<file path="src/rtl/coproc_mmio_pkg.sv">
// Shared definitions for the coprocessor MMIO host: register map, CTRL/STATUS
// bit positions and the host FSM state encoding.
package coproc_mmio_pkg;

    localparam logic [7:0] ADDR_CTRL   = 8'h00;
    localparam logic [7:0] ADDR_STATUS = 8'h01;
    localparam logic [7:0] ADDR_T      = 8'h02;
    localparam logic [7:0] ADDR_DT     = 8'h03;
    localparam logic [7:0] ADDR_G      = 8'h04;

    localparam int CTRL_START    = 0;
    localparam int CTRL_REG_MODE = 1;
    localparam int CTRL_DT_MODE  = 2;
    localparam int CTRL_INIT     = 3;

    localparam int STATUS_BUSY  = 0;
    localparam int STATUS_VALID = 1;

    typedef enum logic [3:0] {
        ST_IDLE,
        ST_CFG_WR,
        ST_WR_T,
        ST_WR_DT,
        ST_WR_CTRL,
        ST_POLL_RD,
        ST_POLL_CHK,
        ST_RD_G,
        ST_RD_CAP,
        ST_RESP
    } host_state_e;

    function automatic logic [7:0] ctrl_start_word(input logic reg_mode, input logic dt_mode);
        logic [7:0] w;
        w                = '0;
        w[CTRL_START]    = 1'b1;
        w[CTRL_REG_MODE] = reg_mode;
        w[CTRL_DT_MODE]  = dt_mode;
        w[CTRL_INIT]     = 1'b0;
        return w;
    endfunction

endpackage

</file>
<file path="src/rtl/coproc_mmio_host_cfg_fifo.sv">
// Config-write FIFO holding {addr, data} pairs; DEPTH must be a power of two.
// Pointers carry one extra wrap bit so full and empty are distinguishable.
module cfg_fifo #(
    parameter int DEPTH = 8
) (
    input  logic        clk,
    input  logic        rst_n,
    input  logic        push,
    input  logic [15:0] push_data,
    input  logic        pop,
    output logic [15:0] pop_data,
    output logic        full,
    output logic        empty
);
    localparam int PW = $clog2(DEPTH);

    if (DEPTH < 2 || (1 << PW) != DEPTH) begin : g_bad_depth
        $error("cfg_fifo DEPTH must be a power of two >= 2");
    end

    logic [15:0] mem_q [DEPTH];
    logic [PW:0] wr_ptr_q, wr_ptr_d;
    logic [PW:0] rd_ptr_q, rd_ptr_d;
    logic        do_push, do_pop;

    assign empty    = (wr_ptr_q == rd_ptr_q);
    assign full     = (wr_ptr_q[PW] != rd_ptr_q[PW]) && (wr_ptr_q[PW-1:0] == rd_ptr_q[PW-1:0]);
    assign pop_data = mem_q[rd_ptr_q[PW-1:0]];

    always_comb begin
        do_push  = push && !full;
        do_pop   = pop && !empty;
        wr_ptr_d = wr_ptr_q + (do_push ? (PW+1)'(1) : '0);
        rd_ptr_d = rd_ptr_q + (do_pop ? (PW+1)'(1) : '0);
    end

    always_ff @(posedge clk or negedge rst_n) begin
        if (!rst_n) begin
            wr_ptr_q <= '0;
            rd_ptr_q <= '0;
        end else begin
            wr_ptr_q <= wr_ptr_d;
            rd_ptr_q <= rd_ptr_d;
        end
    end

    always_ff @(posedge clk) begin
        if (do_push) mem_q[wr_ptr_q[PW-1:0]] <= push_data;
    end

endmodule

</file>
<file path="src/rtl/coproc_mmio_host.sv">
// Bus-master end of the coprocessor MMIO port: drains queued config writes and
// runs inference jobs (write T/dT, start, poll STATUS, read G). Optional poll
// timeout is enabled by defining MMIO_TIMEOUT_EN.
module coproc_mmio_host
    import coproc_mmio_pkg::*;
#(
    parameter int CFG_DEPTH = 8,
    parameter int POLL_MAX  = 64
) (
    input  logic       clk,
    input  logic       rst_n,
    input  logic       cfg_valid,
    output logic       cfg_ready,
    input  logic [7:0] cfg_addr,
    input  logic [7:0] cfg_data,
    input  logic       job_valid,
    output logic       job_ready,
    input  logic [7:0] job_T,
    input  logic [7:0] job_dT,
    input  logic       job_reg_mode,
    input  logic       job_dt_mode,
    output logic       res_valid,
    input  logic       res_ready,
    output logic [7:0] res_G,
    output logic       res_timeout,
    output logic       busy,
    output logic       cs,
    output logic       wr,
    output logic       rd,
    output logic [7:0] addr,
    output logic [7:0] wdata,
    input  logic [7:0] rdata
);
    if (POLL_MAX < 1) begin : g_bad_poll
        $error("POLL_MAX must be >= 1");
    end

    host_state_e state_q, state_d;
    logic        cs_q, cs_d, wr_q, wr_d, rd_q, rd_d;
    logic [7:0]  addr_q, addr_d, wdata_q, wdata_d;
    logic        res_valid_q, res_valid_d;
    logic [7:0]  res_g_q, res_g_d;
    logic [7:0]  job_t_q, job_t_d, job_dt_q, job_dt_d;
    logic        job_reg_q, job_reg_d, job_dtm_q, job_dtm_d;
    logic        rdy_en_q;

    logic        fifo_push, fifo_pop, fifo_full, fifo_empty;
    logic [15:0] fifo_head;

`ifdef MMIO_TIMEOUT_EN
    localparam int CW = $clog2(POLL_MAX + 1);
    logic [CW-1:0] poll_cnt_q, poll_cnt_d;
    logic          res_timeout_q, res_timeout_d;
    assign res_timeout = res_timeout_q;
`else
    assign res_timeout = 1'b0;
`endif

    cfg_fifo #(.DEPTH(CFG_DEPTH)) u_cfg_fifo (
        .clk       (clk),
        .rst_n     (rst_n),
        .push      (fifo_push),
        .push_data ({cfg_addr, cfg_data}),
        .pop       (fifo_pop),
        .pop_data  (fifo_head),
        .full      (fifo_full),
        .empty     (fifo_empty)
    );

    assign cfg_ready = !fifo_full;
    assign fifo_push = cfg_valid && cfg_ready;
    // rdy_en_q keeps job_ready low while reset is asserted
    assign job_ready = rdy_en_q && (state_q == ST_IDLE) && fifo_empty;
    assign busy      = (state_q != ST_IDLE) || !fifo_empty;
    assign res_valid = res_valid_q;
    assign res_G     = res_g_q;
    assign cs        = cs_q;
    assign wr        = wr_q;
    assign rd        = rd_q;
    assign addr      = addr_q;
    assign wdata     = wdata_q;

    always_comb begin
        state_d     = state_q;
        res_valid_d = res_valid_q;
        res_g_d     = res_g_q;
        job_t_d     = job_t_q;
        job_dt_d    = job_dt_q;
        job_reg_d   = job_reg_q;
        job_dtm_d   = job_dtm_q;
        fifo_pop    = 1'b0;
`ifdef MMIO_TIMEOUT_EN
        poll_cnt_d    = poll_cnt_q;
        res_timeout_d = res_timeout_q;
`endif
        case (state_q)
            ST_IDLE: begin
                if (!fifo_empty) begin
                    fifo_pop = 1'b1;
                    state_d  = ST_CFG_WR;
                end else if (job_valid && job_ready) begin
                    job_t_d   = job_T;
                    job_dt_d  = job_dT;
                    job_reg_d = job_reg_mode;
                    job_dtm_d = job_dt_mode;
                    state_d   = ST_WR_T;
`ifdef MMIO_TIMEOUT_EN
                    res_timeout_d = 1'b0;
`endif
                end
            end
            ST_CFG_WR:  state_d = ST_IDLE;
            ST_WR_T:    state_d = job_dtm_q ? ST_WR_CTRL : ST_WR_DT;
            ST_WR_DT:   state_d = ST_WR_CTRL;
            ST_WR_CTRL: begin
                state_d = ST_POLL_RD;
`ifdef MMIO_TIMEOUT_EN
                poll_cnt_d = '0;
`endif
            end
            ST_POLL_RD: state_d = ST_POLL_CHK;
            ST_POLL_CHK: begin
                if (rdata[STATUS_VALID]) begin
                    state_d = ST_RD_G;
                end else begin
`ifdef MMIO_TIMEOUT_EN
                    if (poll_cnt_q == CW'(POLL_MAX - 1)) begin
                        state_d       = ST_RESP;
                        res_valid_d   = 1'b1;
                        res_g_d       = 8'h00;
                        res_timeout_d = 1'b1;
                    end else begin
                        poll_cnt_d = poll_cnt_q + CW'(1);
                        state_d    = ST_POLL_RD;
                    end
`else
                    state_d = ST_POLL_RD;
`endif
                end
            end
            ST_RD_G:    state_d = ST_RD_CAP;
            ST_RD_CAP: begin
                res_g_d     = rdata;
                res_valid_d = 1'b1;
                state_d     = ST_RESP;
            end
            ST_RESP: begin
                if (res_ready) begin
                    res_valid_d = 1'b0;
                    state_d     = ST_IDLE;
                end
            end
            default:    state_d = ST_IDLE;
        endcase

        // Bus strobes are registered, so they are decoded from the state being entered
        cs_d    = 1'b0;
        wr_d    = 1'b0;
        rd_d    = 1'b0;
        addr_d  = 8'h00;
        wdata_d = 8'h00;
        case (state_d)
            ST_CFG_WR:  begin cs_d = 1'b1; wr_d = 1'b1; addr_d = fifo_head[15:8]; wdata_d = fifo_head[7:0]; end
            ST_WR_T:    begin cs_d = 1'b1; wr_d = 1'b1; addr_d = ADDR_T;  wdata_d = job_t_d; end
            ST_WR_DT:   begin cs_d = 1'b1; wr_d = 1'b1; addr_d = ADDR_DT; wdata_d = job_dt_d; end
            ST_WR_CTRL: begin
                cs_d    = 1'b1;
                wr_d    = 1'b1;
                addr_d  = ADDR_CTRL;
                wdata_d = ctrl_start_word(job_reg_d, job_dtm_d);
            end
            ST_POLL_RD: begin cs_d = 1'b1; rd_d = 1'b1; addr_d = ADDR_STATUS; end
            ST_RD_G:    begin cs_d = 1'b1; rd_d = 1'b1; addr_d = ADDR_G; end
            default:    ;
        endcase
    end

    always_ff @(posedge clk or negedge rst_n) begin
        if (!rst_n) begin
            state_q     <= ST_IDLE;
            cs_q        <= 1'b0;
            wr_q        <= 1'b0;
            rd_q        <= 1'b0;
            addr_q      <= 8'h00;
            wdata_q     <= 8'h00;
            res_valid_q <= 1'b0;
            res_g_q     <= 8'h00;
            job_t_q     <= 8'h00;
            job_dt_q    <= 8'h00;
            job_reg_q   <= 1'b0;
            job_dtm_q   <= 1'b0;
            rdy_en_q    <= 1'b0;
`ifdef MMIO_TIMEOUT_EN
            poll_cnt_q    <= '0;
            res_timeout_q <= 1'b0;
`endif
        end else begin
            state_q     <= state_d;
            cs_q        <= cs_d;
            wr_q        <= wr_d;
            rd_q        <= rd_d;
            addr_q      <= addr_d;
            wdata_q     <= wdata_d;
            res_valid_q <= res_valid_d;
            res_g_q     <= res_g_d;
            job_t_q     <= job_t_d;
            job_dt_q    <= job_dt_d;
            job_reg_q   <= job_reg_d;
            job_dtm_q   <= job_dtm_d;
            rdy_en_q    <= 1'b1;
`ifdef MMIO_TIMEOUT_EN
            poll_cnt_q    <= poll_cnt_d;
            res_timeout_q <= res_timeout_d;
`endif
        end
    end

endmodule

</file>
<file path="config.mk">
export PLATFORM = sky130hd
export DESIGN_NAME = coproc_mmio_host
export DESIGN_NICKNAME = d
export VERILOG_FILES = /design/src/rtl/coproc_mmio_pkg.sv /design/src/rtl/coproc_mmio_host_cfg_fifo.sv /design/src/rtl/coproc_mmio_host.sv
export SDC_FILE = /design/constraint.sdc
export NUM_CORES = 1
export LEC_CHECK = 0
export ABC_CLOCK_PERIOD_IN_PS = 6900
export BUFFER_PORTS_ARGS = -buffer_cell sky130_fd_sc_hd__buf_2
export CORE_ASPECT_RATIO = 0.6
export CORE_MARGIN = 5
export CORE_UTILIZATION = 55
export CTS_BUF_LIST = sky130_fd_sc_hd__clkbuf_2
export CTS_CLUSTER_DIAMETER = 50
export DETAILED_ROUTE_END_ITERATION = 12
export GPL_TIMING_DRIVEN = 1
export PLACE_DENSITY = 0.76
export SYNTH_ARGS = -nofsm -noshare
export SYNTH_HDL_FRONTEND = slang
export SYNTH_SLANG_ARGS = --single-unit
</file>
<file path="constraint.sdc">
create_clock -name clk -period 6.9 [get_ports clk]
set_input_delay 0.345 -clock clk [delete_from_list [all_inputs] [get_ports clk]]
set_output_delay 0.345 -clock clk [all_outputs]
set_load 0.02 [all_outputs]
</file>
* Word level (Yosys, flattened, before mapping) *
Memory sizes are Yosys's and may differ from the RTL's.
Cells that the tools add are included.

cells by class
  add/subtract/negate cells = 2
  multiplexer cells = 31
  reduce and logical (&&, ||, !) cells = 17
  eq/ne operators = 18

operators with widths
  operator                                                         number
  8-bit two-way mux                                                6
  8-bit one-hot mux with 5 select lines                            1
  4-bit one-hot mux with 9 select lines                            1
  8-bit one-hot mux with 4 select lines                            1
  4-bit by 3-bit == test with 1-bit output, second input constant  7
  4-bit by 2-bit == test with 1-bit output, second input constant  4
  1-bit two-way mux                                                16
  4-bit two-way mux                                                3
  4-bit adder                                                      2
  4-bit == test, second input constant                             2
  1-bit logical AND                                                7
  6-bit OR reduction                                               1
  4-bit by 1-bit == test with 1-bit output, second input constant  1
  4-bit == test                                                    1
  4-bit logical NOT                                                1
  4-bit nonzero test                                               1
  4-bit OR reduction                                               1
  3-bit == test                                                    1
  3-bit two-way mux                                                1
  1-bit logical NOT                                                2
  2-bit two-way mux                                                1
  2-bit inequality test, second input constant                     1
  1-bit one-hot mux with 2 select lines                            1
  2-bit AND reduction                                              1
  4 further kinds                                                  4

word-level totals
  word-level logic and storage cells = 84
  flip-flop bits (word level) = 59
  bits of input ports = 47
  memories = 1
  RAM bits = 128

memory list
  name              depth  bits a word  read ports  clocked after memory_dff  wr ports  line                             text
  u_cfg_fifo.mem_q  8      16           1           0                         1         coproc_mmio_host_cfg_fifo.sv:21  logic [15:0] mem_q [DEPTH];

* Longest topological paths before layout *
  word-level depth = 10
  depth in mapped cells = 8
  gate-level depth less buffers = 7

* Hierarchy *
From an unflattened synthesis, not the netlist that was laid out.

second synthesis, totals
  cell total of the unflattened synthesis = 397
  area total of the unflattened synthesis = 7,309.5 µm²

modules (own cells, without submodules)
  module            area an instance (µm²)  times used  cells an instance  seq. area each (µm²)
  cfg_fifo          5,377.7                 1           230                4,043.9
  coproc_mmio_host  1,931.9                 1           167                1,076.0

* Least setup slack after synthesis *
OpenSTA, ideal clock, no wires.

  kind = register to register
  start = reg u_cfg_fifo.rd_ptr_q[2]
  end = mem u_cfg_fifo.mem_q[0][0] (enable)
  clock period less this slack = 2.739 ns
  arrival time = 2.330 ns
  library setup time = 0.409 ns
  cell stages (with the launch flop) = 7
  path buffers = 1
  slack = 4.161 ns
  cells stage by stage = dfrtp_1 buf_2 xnor2_4 nand4_1 and2_1 nand2b_1 nor3_1

on the way
  word-level cells in the longest chain between the ends = 7

RTL lines
  what                                         line                             text
  from (decl)                                  coproc_mmio_host_cfg_fifo.sv:23  logic [PW:0] rd_ptr_q, rd_ptr_d;
  from (signal assigned)                       coproc_mmio_host_cfg_fifo.sv:43  rd_ptr_q <= rd_ptr_d;
  3-bit == test (*)                            coproc_mmio_host_cfg_fifo.sv:27  assign full = (wr_ptr_q[PW] != rd_ptr_q[PW]) && (wr_ptr_q[PW-1:0] == rd_ptr_q[PW-1:0]);
  1-bit logical AND (*)                        coproc_mmio_host_cfg_fifo.sv:27
  1-bit logical NOT (*)                        coproc_mmio_host.sv:70           assign cfg_ready = !fifo_full;
  net cfg_ready                                coproc_mmio_host.sv:13           output logic cfg_ready,
  1-bit logical AND                            coproc_mmio_host.sv:71           assign fifo_push = cfg_valid && cfg_ready;
  1-bit logical AND (*)                        coproc_mmio_host_cfg_fifo.sv:31  do_push = push && !full;
  1-bit two-way mux (*)                        coproc_mmio_host_cfg_fifo.sv:48  if (do_push) mem_q[wr_ptr_q[PW-1:0]] <= push_data;
  1-bit two-way mux (implied by the code) (*)  coproc_mmio_host_cfg_fifo.sv:48
  to (decl)                                    coproc_mmio_host_cfg_fifo.sv:21

Mark *: on every way through the listed nets, which the timed path passes. The rest lies on a longest branch.

* Final worst setup path *
  start = reg u_cfg_fifo.rd_ptr_q[0]
  end = out job_ready

on the way
  word-level cells in the longest chain between the ends = 2

RTL lines
  what               line                             text
  4-bit == test      coproc_mmio_host_cfg_fifo.sv:26  assign empty = (wr_ptr_q == rd_ptr_q);
  1-bit logical AND  coproc_mmio_host.sv:73           assign job_ready = rdy_en_q && (state_q == ST_IDLE) && fifo_empty;
  to (decl)          coproc_mmio_host.sv:17           output logic job_ready,

Every way passes these cells.

==> results.tsv <==
metric	value	unit
outcome	completed	
yosys.area.top_type	edfxtp_1	
slew_headroom	48.1	%
wl	14.4	mm
tns	0	ps
cts_tree	done	
worstPathMaxFanout	30	
syn_area_per_cell	19.2	um2
ys_ff_latch	179	
postCtsResizedCells	0	
min_period_over_period	43.4	%
synthArstFlopShare	28.5	%
path_clk_slew	270	ps
routed.top_layer	met4	
worst_pin_slew	774	ps
drt-met1-wl	6.30	mm
cts.sinks	179	
crit_required	6550	ps
power	0.00321	W
fin_worst_skew	45.1	ps
via_count	3914	
crit_chain	buf_4 -> xnor2_1 -> nand4b_4 -> or2_2 -> nor2_1 -> buf_2	
drt_first_pass_iters	4	
drive_gt1_share	31.5	%
crit_cells	6	
worstSetupEndpointType	primary output	
yosys-top-cells-area	edfxtp_1, dfrtp_1, mux4_2	
place_ws	4200	ps
std_cell_rows	32	
synth.cell_area	0.00710	mm2
worst_slack	3900	ps
cp_slowest_cell	buf_4	
die_w	157	um
dpl.hpwl	9.13	mm
synth_fp_nets	421	
critical_path_buf_inv_count	2	
setup-violations-final	0	
synth_top_flop_cell	edfxtp_1	
cp.arrival	2650	ps
fmax	334	MHz
grt_pass1_vias	3968	
clk_latency	700	ps
root_buffer	clkbuf_2	
total_leakage_power	3.32	nW
track_usage	19.7	%
fillers	867	
grt_first_pass_wirelength	22.5	mm
antenna_cells	0	
yosysWarnings	0	
dieArea	0.0154	mm2
dr_wl_met2	6.78	mm
power_density	383	mW/mm2
final_nets	558	
ys_seq_area_share	72.1	%
port_buffers	77	
chipHeight	98.0	um
start_util	55.8	%
dr_wl_met3	1.22	mm
multi_input_area	0.00183	mm2
worst-setup-path-type	reg -> out	
hold_viol	0	
r2r_slack	4050	ps
gp_congestion	0.839	
ant_nets	0	
final_util	65.9	%
yosys.area.top_type_share	54.1	%
seq_area	0.00512	mm2
drv_cap	0	
synth_cell_types	49	
reg2reg_depth	8	
antenna_found_initial	0	
core_area	0.0127	mm2
cpLargestDelayFamily	simple AND/OR/NAND/NOR gates	
cp-start-kind	flip-flop	
numCtsBuffers	17	
worst_path_largest_cell_delay	470	ps
netlist_instances	370	
htreeDepth	4	
fin_crit	3000	ps
rsz0062_at_grt	no	
pin_count	79	
syn_to_final_growth	18.1	%
clock_path_buffers	2	
overflow	0	
synth_edf_count	128	
grt_max_degree	52	
ir_drop	192	uV
via_per_inst	5.67	
wl_per_cell	20.9	um
drt_iter0_markers	395	
drc_errors	0	
drv_slew	0	
worstHoldPathType	in -> async	
flip-flops by register name (all words and copies together) (netlist names):
name                 flops
u_cfg_fifo.mem_q       128
addr                     8
job_dt_q                 8
res_G                    8
wdata                    8
state_q                  4
u_cfg_fifo.rd_ptr_q      4
u_cfg_fifo.wr_ptr_q      4
cs                       1
job_dtm_q                1
job_reg_q                1
rd                       1
rdy_en_q                 1
res_valid                1
wr                       1
routing by layer:
metal  global-route usage [%]  vias up
li1                         -     1734
met1                     29.0     2004
met2                     29.3      168
met3                     5.93        8
met4                     5.00        0
met5                        0        -
synth_stat cells (5+ instances only):
master and number:
nand3_1 5, o21ai_0 6, mux4_1 13, edfxtp_1 128, a221o_1 6, buf_4 8
mux2i_1 15, mux2_1 7, mux2_2 12, nor2_1 21, nand2_1 11, mux4_2 19
dfrtp_1 51, inv_1 6
cells by family (layout without fill, tap and decap cells):
family / after synthesis / in the layout / share of synthesized area (%)
AOI/OAI and AO/OA: 25 / 25 / 2.75
buffers and inverters: 24 / 174 / 2.24
adders and majority gates: 4 / 4 / 0.705
other: 2 / 2 / 0.106
xor gates and xnor gates: 8 / 8 / 1.36
muxes: 66 / 66 / 16.0
and+or+nand+nor: 62 / 62 / 4.76
DFF: 179 / 179 / 72.1
through the flow:
step,instances,area (um2),hold slack (ps)
6_report,690,8390,242
5_1_grt,690,8390,244
4_1_cts,690,8390,200
3_5_place_dp,611,7660,465
3_3_place_gp,611,7660,457
2_1_floorplan,370,7100,49.4
worst paths after layout:
kind | start | endpoint
worst max-delay path | u_cfg_fifo.rd_ptr_q[0]$_DFF_PN0_ | job_ready
worst min-delay path | rst_n | res_G[7]$_DFFE_PN0P_
worst max register to register | u_cfg_fifo.rd_ptr_q[0]$_DFF_PN0_ | wdata[7]$_DFF_PN0_
worst min register to register | u_cfg_fifo.wr_ptr_q[3]$_DFF_PN0_ | u_cfg_fifo.wr_ptr_q[3]$_DFF_PN0_
max in group asynchronous | rst_n | u_cfg_fifo.rd_ptr_q[1]$_DFF_PN0_
min in group clk | job_dT[3] | job_dt_q[3]$_DFF_PN0_
worst reg2reg max path, cell delays in order, from the launching register on:
cell and delay, ps:
dfrtp_1 390, buf_4 470, xnor2_1 290, nand4b_4 200, nand2_2 390, inv_1 180
a22oi_1 190, o31ai_1 100, dlygate4sd3_1 570
area by class of cell:
type | instances | share of cell area (%)
inverter | 6 | 0.269
tap | 170 | 2.54
clock buffer | 17 | 1.01
sequential | 179 | 61.1
timing repair buffer | 136 | 11.3
clock inverter | 15 | 2.01
multi-input combinational | 167 | 21.8
power breakdown:
group          total [W]  switching [W]  internal [W]
Combinational    0.00114       0.000639      0.000497
Clock           0.000556       0.000377      0.000179
Sequential       0.00152       0.000123       0.00140
Total            0.00321        0.00114       0.00207
cells in the final DEF (no fill, tap or decap), types with 2 or more instances in the layout:
cell,count
conb_1,2
buf_2,77
mux4_1,13
a221o_1,6
inv_8,2
clkbuf_2,17
nand3_1,5
o21ai_0,6
nor2_1,21
dlygate4sd3_1,47
nor2b_1,3
nor3_2,3
nand2_1,11
or2_2,2
and2_1,2
mux4_2,19
mux2_1,7
dfrtp_1,51
inv_1,6
inv_4,2
buf_4,12
clkinv_4,2
xor2_1,3
xnor2_1,3
bufinv_16,2
mux2i_1,15
inv_6,5
edfxtp_1,128
mux2_2,12
ha_1,4
a21oi_1,4
nand2b_1,4
nor3_1,2
timing repair:
action | 4_1_cts | 5_1_grt
buffers inserted | 0 | 0
hold buffers | 47 | 0
hold endpoints to repair | 211 | 0
Power figures use the tool's default switching activity.
